**src/rtl/id_ex_stage.sv**
```systemverilog
// ID->EX pipeline register with write-back bypass into the captured operands.
// Define ID_EX_BUBBLE_CNT_EN to add the bubble_cnt / stall_cnt statistics outputs.
module id_ex_stage #(
    parameter int DATA_W   = 64,
    parameter int REG_W    = 5,
    parameter int CTRL_W   = 12,
    parameter int ZERO_REG = 31
) (
    input  logic              clk,
    input  logic              reset,
    input  logic              stall,
    input  logic              flush,
    input  logic              in_valid,
    input  logic [DATA_W-1:0] rd1_in,
    input  logic [DATA_W-1:0] rd2_in,
    input  logic [REG_W-1:0]  rn_in,
    input  logic [REG_W-1:0]  rm_in,
    input  logic [REG_W-1:0]  rd_in,
    input  logic [DATA_W-1:0] imm_in,
    input  logic [CTRL_W-1:0] ctrl_in,
    input  logic              wb_regwrite,
    input  logic [REG_W-1:0]  wb_rd,
    input  logic [DATA_W-1:0] wb_data,
`ifdef ID_EX_BUBBLE_CNT_EN
    output logic [31:0]       bubble_cnt,
    output logic [31:0]       stall_cnt,
`endif
    output logic              valid_out,
    output logic [DATA_W-1:0] op_a,
    output logic [DATA_W-1:0] op_b,
    output logic [REG_W-1:0]  rn_out,
    output logic [REG_W-1:0]  rm_out,
    output logic [REG_W-1:0]  rd_out,
    output logic [DATA_W-1:0] imm_out,
    output logic [CTRL_W-1:0] ctrl_out
);

    localparam logic [REG_W-1:0] ZR = REG_W'(ZERO_REG);

    logic [DATA_W-1:0] a_next;
    logic [DATA_W-1:0] b_next;

    // The register file write lands on this same edge, so its read data is stale; take WB data instead.
    always_comb begin
        a_next = rd1_in;
        b_next = rd2_in;
        if (wb_regwrite && (wb_rd == rn_in) && (rn_in != ZR)) a_next = wb_data;
        if (wb_regwrite && (wb_rd == rm_in) && (rm_in != ZR)) b_next = wb_data;
    end

    // Edge priority: reset > flush (bubble) > stall (hold, no re-bypass) > load.
    always_ff @(posedge clk) begin
        if (reset) begin
            valid_out <= 1'b0;
            op_a      <= '0;
            op_b      <= '0;
            imm_out   <= '0;
            ctrl_out  <= '0;
            rn_out    <= ZR;
            rm_out    <= ZR;
            rd_out    <= ZR;
        end else if (flush) begin
            valid_out <= 1'b0;
            op_a      <= '0;
            op_b      <= '0;
            imm_out   <= '0;
            ctrl_out  <= '0;
            rn_out    <= '0;
            rm_out    <= '0;
            rd_out    <= ZR;
        end else if (!stall) begin
            valid_out <= in_valid;
            op_a      <= a_next;
            op_b      <= b_next;
            imm_out   <= imm_in;
            ctrl_out  <= in_valid ? ctrl_in : '0;
            rn_out    <= rn_in;
            rm_out    <= rm_in;
            rd_out    <= rd_in;
        end
    end

`ifdef ID_EX_BUBBLE_CNT_EN
    logic bubble_evt;
    logic stall_evt;

    assign bubble_evt = flush || (!stall && !in_valid);
    assign stall_evt  = stall && !flush;

    // Both counters saturate rather than wrap.
    always_ff @(posedge clk) begin
        if (reset) begin
            bubble_cnt <= '0;
            stall_cnt  <= '0;
        end else begin
            if (bubble_evt && (bubble_cnt != 32'hFFFF_FFFF)) bubble_cnt <= bubble_cnt + 32'd1;
            if (stall_evt && (stall_cnt != 32'hFFFF_FFFF))   stall_cnt  <= stall_cnt + 32'd1;
        end
    end
`endif

endmodule

```
**config.mk**
```make
export PLATFORM = sky130hd
export DESIGN_NAME = id_ex_stage
export DESIGN_NICKNAME = d
export VERILOG_FILES = /design/src/rtl/id_ex_stage.sv
export SDC_FILE = /design/constraint.sdc
export NUM_CORES = 1
export LEC_CHECK = 0
export CAP_MARGIN = 25
export CELL_PAD_IN_SITES_DETAIL_PLACEMENT = 0
export CELL_PAD_IN_SITES_GLOBAL_PLACEMENT = 1
export CORE_AREA = 2 2 197 199
export CTS_CLUSTER_DIAMETER = 80
export DETAILED_ROUTE_END_ITERATION = 16
export DIE_AREA = 0 0 199 201
export GPL_TIMING_DRIVEN = 1
export PLACE_DENSITY = 0.72
export SLEW_MARGIN = 20
export SYNTH_ARGS = -nofsm -noshare
export SYNTH_HDL_FRONTEND = slang
export SYNTH_SLANG_ARGS = --single-unit
```
**constraint.sdc**
```tcl
create_clock -name clk -period 1.7 [get_ports clk]
set_clock_uncertainty 0.2 [all_clocks]
set_input_delay 0.34 -clock clk [delete_from_list [all_inputs] [get_ports clk]]
set_output_delay 0.34 -clock clk [all_outputs]
set_load 0.1 [all_outputs]
```
Word level (Yosys, flattened, before mapping)
Cells that the tools add are included.

storage, ports and cells
  register bits after elaboration = 220
  latch bits = 0
  memory bits (writable) = 0
  memory bits (read-only) = 0
  input port bits = 294
  output and inout port bits = 220
  word-level logic and storage cells = 25
  memories = 0

cells by class
  $add $sub $neg = 0
  multiply operators = 0
  div/mod/pow operators = 0
  $lt $le $gt $ge = 0
  equality and inequality tests = 5
  shift-type cells = 0
  muxes and demuxes = 7
  bitwise gates (word level) = 0
  reductions and logical operators = 5

operators by type and width
  operator                                       number
  2-to-1 mux 64 bit                              2
  2-to-1 mux 5 bit                               4
  2-to-1 mux 12 bit                              1
  == test 5 bit                                  2
  != test 5 bit, second input constant           2
  logical AND 1 bit                              4
  != test 2 x 1 -> 1 bit, second input constant  1
  OR reduction 2 bit                             1

Longest topological paths before layout
Gate-level depths: netlist (run 1).

  word-level depth = 4
  depth in mapped cells = 6
  mapped depth without buffers = 4

Least setup slack after synthesis (run 1)
Ideal clock, no wire load.

  kind = register to register
  from = reg, netlist name op_a[28]
  to = reg op_a[28]
  library setup time = 80 ps
  arrival = 1327 ps
  data required time = 1420 ps
  setup slack = 93 ps
  cell stages (with the launch flop) = 3
  buffers on the path = 0
  clock period less this slack = 1607 ps
  cell sequence = dfxtp_1 o21ai_0 a211oi_2

RTL lines
  element               line  RTL
  to (signal assigned)  73    op_a <= a_next;
  to (decl)             29    output logic [DATA_W-1:0] op_a,

Final worst setup path (run 1)
  from = reg op_a[38]
  to = out op_a[38]

No word-level cell between the ends.

==> results.py, run 1 <==
metrics = {
    "run_status": {
        "status": "complete, no violations",
    },
    "power_and_ir_drop": {
        "switching_share": 0.325,
        "ir_worst_vdd_uv": 797,
        "powerDensity_mw_per_mm2": 852,
        "clkPwrFrac": 0.380,
        "intPower_w": 0.0112,
        "p_leak_nw": 7.24,
        "p_seq_frac": 0.340,
        "p_total_w": 0.0166,
        "combPwrFrac": 0.280,
        "power_switching_w": 0.00538,
    },
    "setup_path": {
        "worstSetupPathType": "reg2out",
        "reg2reg_depth": 2,
        "path_cells": "buf_12",
        "worstPathRequired_ns": 1.16,
        "path_delay_family": "flip-flops",
        "reg2reg_slack_ns": 0.68,
        "critPathSlowestCell": "dfxtp_2",
        "r2r-start": "op_b[51]",
        "path_max_fanout": 2,
        "max_stage_delay_ns": 0.39,
        "cp-start-kind": "register",
        "critPathBufInv": 1,
        "critPathArrivalTime_ns": 1.14,
        "r2r-end": "op_b[51]",
        "endpoint_kind": "primary output",
    },
    "floorplanning": {
        "fp.dieW_um": 199,
        "rows": 72,
        "dieArea_mm2": 0.0400,
        "num_io_pins": 514,
        "die_h_um": 201,
        "start_util": 0.251,
        "coreArea_mm2": 0.0381,
    },
    "clocking": {
        "cts_tree": "done",
        "clock_tree.root_cell": "clkbuf_16",
        "cts_inserted_buffers": 28,
        "clockBufferDepth": 3,
        "clkLatencyLatePin_ns": 0.56,
        "clk_pin_slew_worst_paths_ns": 0.06,
        "cts_sinks": 220,
        "cts_max_level": 1,
    },
    "hold_path": {
        "hold_path_end": "rm_out[2]",
        "hold_path_depth": 4,
        "min_path_type": "in2reg",
        "hp-start": "rm_in[2]",
    },
    "timing": {
        "setup_violations": 0,
        "tightest_slew_ns": 0.596,
        "fin_crit_sh": 0.990,
        "hold_viol": 0,
        "maxSlewViolCount": 0,
        "setup_tns_ns": 0,
        "max_freq_ghz": 0.594,
        "relSlewSlack": 0.603,
        "period_minus_slack_ns": 1.68,
        "rsz0062_at_grt": "no",
    },
    "detailed_routing": {
        "dr.pass1.iters": 5,
        "drc": 0,
        "ant_nets": 0,
        "via_per_inst": 5.09,
        "vias": 10400,
        "drtIter0Drc": 554,
        "wire_per_inst_um": 22.7,
        "wl_um": 46500,
    },
    "logic_synthesis": {
        "syn_nets": 1300,
        "netlist_area_mm2": 0.00955,
        "syn_avg_cell_area_um2": 9.49,
        "synthCells": 1006,
        "ys_seq_elements": 220,
        "yosysSeqAreaShare": 0.461,
        "synth_cell_types": 29,
        "yosysWarnings": 0,
    },
    "place": {
        "portBuffers": 513,
        "gp_congestion": 0.842,
        "dpl.hpwl_um": 33000,
    },
    "finish": {
        "mostFrequentLayoutCells": "clkdlybuf4s50_1, buf_12, dfxtp_2",
        "final_common_cell": "clkdlybuf4s50_1",
        "fillers": 3346,
        "nets": 1802,
        "multi_input_area_mm2": 0.00466,
        "syn_to_final_growth_pct": 104,
        "seq_area_mm2": 0.00465,
        "utilization": 0.510,
        "drive_gt1_frac": 0.385,
    },
    "global_route": {
        "antenna_found_initial": 6,
        "grt_max_degree": 78,
        "grt.total_usage": 0.222,
        "grt_overflow": 0,
        "grt_pass1_wl_um": 67800,
        "grt_pass1_vias": 10600,
    },
    "run": {
        "maxCapViolCount": 0,
    },
}
==> how the worst max path moves through the flow <==
stage                   from  cells past startpoint  slack, ns  endpoint
global route        op_b[59]                      1     0.0008  op_b[59]
CTS                 rm_in[2]                      8      -0.02  op_b[35]
finish              op_a[38]                      1       0.02  op_a[38]
global placement    rm_in[2]                      8      -0.71  op_b[35]
detailed placement  rm_in[2]                      8      -0.76  op_b[35]
floorplan           op_a[28]                      2       0.09  op_a[28]
==> state kept, by name, indices dropped and copies added, names as in the netlist <==
register   count
ctrl_out      12
op_a          64
valid_out      1
imm_out       64
rn_out         5
rd_out         5
rm_out         5
op_b          64
==> kinds of logic after synthesis <==
kind of cell           after synthesis  share of synthesized area
AO/OA/AOI/OAI                      409                      0.309
multiplexers                        79                     0.0828
AND/OR/NAND/NOR                    161                     0.0680
XOR/XNOR                             8                    0.00734
flip-flops                         220                      0.461
buffers and inverters              129                     0.0714
==> power by group through the flow <==
stage               Clock, W  Sequential [W]  Combinational (W)
floorplan                  0         0.00708           0.000899
global placement           0         0.00570            0.00449
detailed placement         0         0.00571            0.00450
CTS                  0.00643         0.00562            0.00463
global route         0.00667         0.00566            0.00483
finish               0.00629         0.00563            0.00465
==> area by class of cell <==
type,instances,area share
Antenna cell,2,0.000257
Clock inverter,11,0.00869
Tap cell,518,0.0333
Multi-Input combinational cell,657,0.239
Inverter,1,0.000322
Timing Repair Buffer,600,0.437
Sequential cell,220,0.239
Clock buffer,40,0.0419
==> what timing repair did <==
item,4_1_cts,5_1_grt
buffers inserted,9,2
pin swaps,8,4
gates resized for setup,123,114
hold buffers,1,0
setup endpoints to repair,218,179
cloned,3,2
hold endpoints to repair,1,0
==> synth_stat cells (all sizes together) <==
library cell  number  area share
xor2               6      0.0055
or2                3      0.0020
a21oi              1     0.00052
xnor2              2      0.0018
dfxtp            220        0.46
clkbuf            54       0.022
a22oi             12      0.0094
mux2i             79       0.083
inv                1     0.00039
nand2              7      0.0028
a211oi           128        0.11
and4               2      0.0018
nor2b              1     0.00066
buf               74       0.049
and3               2      0.0013
o21ai            130       0.069
o21bai            10      0.0079
nor3               2      0.0021
and2               2      0.0013
nor2             142       0.056
a311oi           128        0.12
==> stage by stage <==
stage,hold slack [ns],instances,setup WS (ns),cell area [µm²]
finish,0.0337,2049,0.0168,19400
floorplan,0.265,1006,0.0928,9550
CTS,0.0363,2043,-0.0235,19200
global placement,0.325,1979,-0.707,17800
global route,0.0677,2049,0.000832,19400
detailed placement,0.334,1979,-0.757,17800
==> per-layer routing <==
layer / up-vias / routed length, µm / global-route usage
met1: 5052 / 18600 / 0.271
met2: 431 / 22700 / 0.378
met5: - / 46 / 0
met3: 86 / 3680 / 0.0571
met4: 8 / 1480 / 0.0696
li1: 4850 / - / -
No activity file was read; power rests on OpenSTA's default activity.
==> run 2: changes to the inputs <==
- CTS_CLUSTER_SIZE: default -> 30
==> run 2 against run 1 <==
The run now ends with negative hold slack left; worst hold slack lost 0.042 ns; clock-buffer cell count shrank 22; largest power group is now sequential cells; first-iteration DRC count grew 12%; critical path type is now in2reg; cell area shrank 1.7%.
==> results.py, run 2 (synthesis results as in run 1) <==
metrics = {
    "run_status": {
        "status": "complete, but fails checks",
        "violations": "negative hold slack",
    },
    "place": {
        "dp.cells": 1979,
        "portBuffers": 513,
        "pre_cts_slack_ns": -0.757,
        "gp_congestion": 0.842,
        "placed_area_mm2": 0.0178,
        "dpl.hpwl_um": 33000,
    },
    "detailed_routing": {
        "wl_um": 47000,
        "drtIter0Drc": 618,
        "vias": 10400,
        "drc": 0,
        "via_per_inst": 5.10,
        "dr.pass1.iters": 5,
        "ant_nets": 0,
        "wire_per_inst_um": 23.1,
    },
    "timing": {
        "fin_ws_ns": 0.0316,
        "setup_tns_ns": 0,
        "fin_hold_ws_ns": -0.00837,
        "fin_crit_sh": 0.981,
        "maxSlewViolCount": 0,
        "max_freq_ghz": 0.599,
        "period_minus_slack_ns": 1.67,
        "setup_violations": 0,
        "relSlewSlack": 0.509,
        "hold_viol": 3,
        "tightest_slew_ns": 0.733,
        "rsz0062_at_grt": "yes",
    },
    "power_and_ir_drop": {
        "intPower_w": 0.00971,
        "ir_worst_vdd_uv": 520,
        "power_switching_w": 0.00537,
        "clkPwrFrac": 0.317,
        "powerDensity_mw_per_mm2": 789,
        "switching_share": 0.356,
        "p_seq_frac": 0.371,
        "p_leak_nw": 7.06,
        "combPwrFrac": 0.312,
    },
    "setup_path": {
        "endpoint_kind": "register",
        "path_max_fanout": 6,
        "r2r-start": "op_b[26]",
        "r2r-end": "op_b[26]",
        "crit_start": "wb_rd[0]",
        "cp-start-kind": "primary input",
        "worstPathRequired_ns": 1.87,
        "reg2reg_slack_ns": 0.67,
        "reg2reg_depth": 2,
        "worstSetupPathType": "in2reg",
        "critPathArrivalTime_ns": 1.84,
    },
    "global_route": {
        "grt_max_degree": 78,
        "grt_pass1_wl_um": 67700,
        "grt_pass1_vias": 10500,
        "grt_overflow": 0,
        "grt.total_usage": 0.222,
        "antenna_found_initial": 7,
    },
    "clocking": {
        "cts_tree": "done",
        "cts_max_level": 1,
        "clkLatencyLatePin_ns": 0.50,
        "clk_pin_slew_worst_paths_ns": 0.10,
        "cts_inserted_buffers": 17,
        "clockBufferDepth": 3,
        "cts_sinks": 220,
        "clock_tree.root_cell": "clkbuf_16",
    },
    "floorplanning": {
        "die_h_um": 201,
        "start_util": 0.251,
        "dieArea_mm2": 0.0400,
        "fp.dieW_um": 199,
        "num_io_pins": 514,
        "coreArea_mm2": 0.0381,
        "rows": 72,
    },
    "finish": {
        "nets": 1795,
        "final_common_cell": "clkdlybuf4s50_1",
        "fillers": 3373,
        "design_area_mm2": 0.0191,
        "syn_to_final_growth_pct": 100,
        "top_regs": "imm_out (64), op_a (64), op_b (64)",
        "instances_no_fill": 2032,
        "mostFrequentLayoutCells": "clkdlybuf4s50_1, buf_12, dfxtp_1",
        "drive_gt1_frac": 0.284,
    },
    "hold_path": {
        "hold_path_end": "rn_out[0]",
        "min_path_type": "in2reg",
        "hp-start": "rn_in[0]",
        "hold_path_depth": 3,
    },
    "run": {
        "maxCapViolCount": 0,
    },
}
run 2: final cells by class:
cell class | instances | area (µm²) | area share
antenna | 3 | 7.51 | 0.000392
clock buffer | 18 | 429 | 0.0224
clock inverter | 11 | 234 | 0.0122
inverter | 1 | 6.26 | 0.000327
multi-input combinational | 657 | 4760 | 0.249
sequential | 220 | 4440 | 0.232
tap | 518 | 648 | 0.0339
timing repair buffer | 604 | 8610 | 0.450
run 2: worst max path at each step:
stage / to / slack, ns
6_report: op_b[26] / 0.03
5_1_grt: op_b[20] / -0.007
4_1_cts: imm_out[24] / 0.002
3_5_place_dp: op_b[35] / -0.76
3_3_place_gp: op_b[35] / -0.71
2_1_floorplan: op_a[28] / 0.09
run 2: layer usage:
metal | track usage | up-vias | wire length, µm
met3 | 0.0556 | 63 | 3380
met1 | 0.276 | 5073 | 19300
li1 | - | 4835 | -
met2 | 0.379 | 390 | 23000
met5 | 0 | - | 50
met4 | 0.0629 | 8 | 1260
run 2: what timing repair did:
action,in CTS,in global routing
pin swaps,9,1
resized for setup,65,32
gates cloned,6,3
setup endpoints to repair,141,65
hold buffers,0,0
setup buffers,11,1
run 2: critical path: stages:
cell,delay (ns)
clkdlybuf4s15_1,0.29
xor2_2,0.22
nor3_4,0.06
buf_12,0.14
buf_12,0.14
buf_4,0.14
a311oi_1,0.41
a211oi_2,0.10
run 2: power groups by stage:
stage	Sequential, W	Clock, W	Combinational, W
after global routing	0.00562	0.00508	0.00488
final	0.00560	0.00479	0.00470
after floorplan	0.00708	0	0.000899
after detailed placement	0.00571	0	0.00450
after CTS	0.00560	0.00492	0.00468
after global placement	0.00570	0	0.00449
run 2: through the flow:
stage	total power, W	utilization
floorplan	0.00798	-
global placement	0.0102	0.467
detailed placement	0.0102	0.467
CTS	0.0152	0.498
global route	0.0156	0.502
finish	0.0151	0.502
==> variant (settings of run 1) <==
`REG_W`: 5 -> 10.
--- a/src/rtl/id_ex_stage.sv
+++ b/src/rtl/id_ex_stage.sv
@@ -2,7 +2,7 @@
 // Define ID_EX_BUBBLE_CNT_EN to add the bubble_cnt / stall_cnt statistics outputs.
 module id_ex_stage #(
     parameter int DATA_W   = 64,
-    parameter int REG_W    = 5,
+    parameter int REG_W    = 10,
     parameter int CTRL_W   = 12,
     parameter int ZERO_REG = 31
 ) (
Interface: changed (7 resized); port bits go from 514 to 549. The function was not compared with the original's and may differ.
==> variant against run 1 <==
The flow now finishes with violations (negative hold slack, negative setup slack). Hold slack got worse by 0.050 ns. Worst setup slack got worse by 0.080 ns. Power increased by 5.2%. Area after synthesis increased by 4.1%. Wire length increased by 13%. Via count increased by 9.0%. Utilization increased by 8.2 points. Critical endpoint is now op_a[15]$_SDFFE_PP0N_. Sequential cell count increased by 15. Final area increased by 16%. Critical path type is now in -> reg.
==> variant: results (changes against run 1) <==
metric,value,unit,change
outcome,"finished, violations left",,was finished clean
failing checks,"negative hold slack, negative setup slack",,
Synth top cells by count,"dfxtp_1, nand2_1, a221oi_1, a31oi_1, inv_1",,"was dfxtp_1, nor2_1, a311oi_1, o21ai_0, a211oi_1"
worst hold slack,-0.0164,ns,was 0.0337 ns
share of cells above drive strength 1,45.6,%,was 38.5%
library cells used by synthesis,25,,was 29
final worst slack,-0.0629,ns,was 0.0168 ns
drt pass-1 iters,6,,was 5
HPWL after DPL,34100,µm,was 33000 µm
final net count,2046,,was 1802
Setup Buffers After CTS,21,,was 9
PortBufs,548,,was 513
Place WS,-1.02,ns,was -0.757 ns
leakage power total,8.99,nW,was 7.24 nW
Rel. slew slack,68.3,%,was 60.3%
vias in the first global route,11600,,was 10600
via total after detailed routing,11400,,was 10400
final cell count without fillers,2281,,was 2049
startpoint types,input port,,was register
power share of the sequential group,34.4,%,was 34.0%
Initial DRC Count,450,,was 554
routed len/inst,23.1,µm,was 22.7 µm
largest net degree at the start of global routing,68,,was 78
Cells after DPL,2147,,was 1979
Setup-failing EPs final,49,,was 0
sequential element share of the synthesized area,47.3,%,was 46.1%
CTS root buf,clkbuf_16,,unchanged
Hold Buf Count CTS,17,,was 1
CP max FO,8,,was 2
CP arrival,1.97,ns,was 1.14 ns
initial antenna violation count,9,,was 6
syn_area_per_cell,8.95,µm²,was 9.49 µm²
Total GRT Usage,24.0,%,was 22.2%
Clock power frac,36.6,%,was 38.0%
post-CTS sizing,339,,was 123
r2r setup slk,0.61,ns,was 0.68 ns
final hold viol count,1,,was 0
setup TNS,-1.17,ns,was 0 ns
global-route wire length before repair,72400,µm,was 67800 µm
Synth area leaders,"dfxtp_1, a221oi_1, mux2i_1, a31oi_1, nand2_1",,"was dfxtp_1, a311oi_1, a211oi_1, mux2i_1, o21ai_0"
final RePlAce weighted congestion,0.863,,was 0.842
Worst R2R Start,op_a[0]$_SDFFE_PP0N_,,was op_b[51]$_SDFFE_PP0N_
Fill cells,3087,,was 3346
post-synthesis net count,1425,,was 1300
worst flop-to-flop path endpoint,op_a[0]$_SDFFE_PP0N_,,was op_b[51]$_SDFFE_PP0N_
Worst Setup SP,rn_in[2],,was op_a[38]$_SDFFE_PP0N_
Worst Setup EP,op_a[15]$_SDFFE_PP0N_,,was op_a[38]
## variant: logic make-up (layout without fill, tap and decap cells)
logic type             count (synthesis)  count (layout)  share of synthesized area (%)
AO/OA/AOI/OAI                        279             279                           21.0
XOR/XNOR                              20              20                           1.76
buffers and inverters                237             880                           10.4
flip-flops                           235             235                           47.3
multiplexers                          94              94                           9.47
other                                  0               9                              0
AND/OR/NAND/NOR                      246             246                           9.97
## variant: final cells by class
cell class | count | area share, %
diodes | 9 | 0.0998
clock buffers | 43 | 3.76
clock inverters | 9 | 0.599
inverters | 128 | 2.13
multi-input cells | 639 | 23.7
flip-flops and latches | 235 | 21.9
well taps | 518 | 2.87
repair buffers | 700 | 44.9
## variant: worst min path at each step
stage | from | end | cells after the start
after floorplan | rd_in[0] | rd_out[0]$_SDFFE_PP1N_ | 2
after global placement | op_a[16]$_SDFFE_PP0N_ | op_a[16]$_SDFFE_PP0N_ | 2
after detailed placement | op_a[30]$_SDFFE_PP0N_ | op_a[30]$_SDFFE_PP0N_ | 2
after CTS | rn_in[1] | rn_out[1]$_SDFFE_PP1P_ | 4
after global routing | rn_in[8] | rn_out[8]$_SDFFE_PP0N_ | 4
final | rn_in[8] | rn_out[8]$_SDFFE_PP0N_ | 4
## variant: routing by layer
metal | part of all wire (%) | wire, µm | GRT usage (%) | vias up
met1 | 34 | 18100 | 25.2 | 5466
li1 | - | - | - | 5218
met3 | 10 | 5250 | 9.27 | 136
met2 | 51 | 26800 | 42.5 | 547
met5 | 0 | 0 | 0 | -
met4 | 4.7 | 2490 | 10.3 | 0
## variant: critical path: stages
cell and delay (ns):
buf_8 0.10, buf_6 0.10, nand4_1 0.05, and4bb_2 0.25
or4b_4 0.59, buf_12 0.20, buf_16 0.17, nand2_1 0.07
a221oi_1 0.07
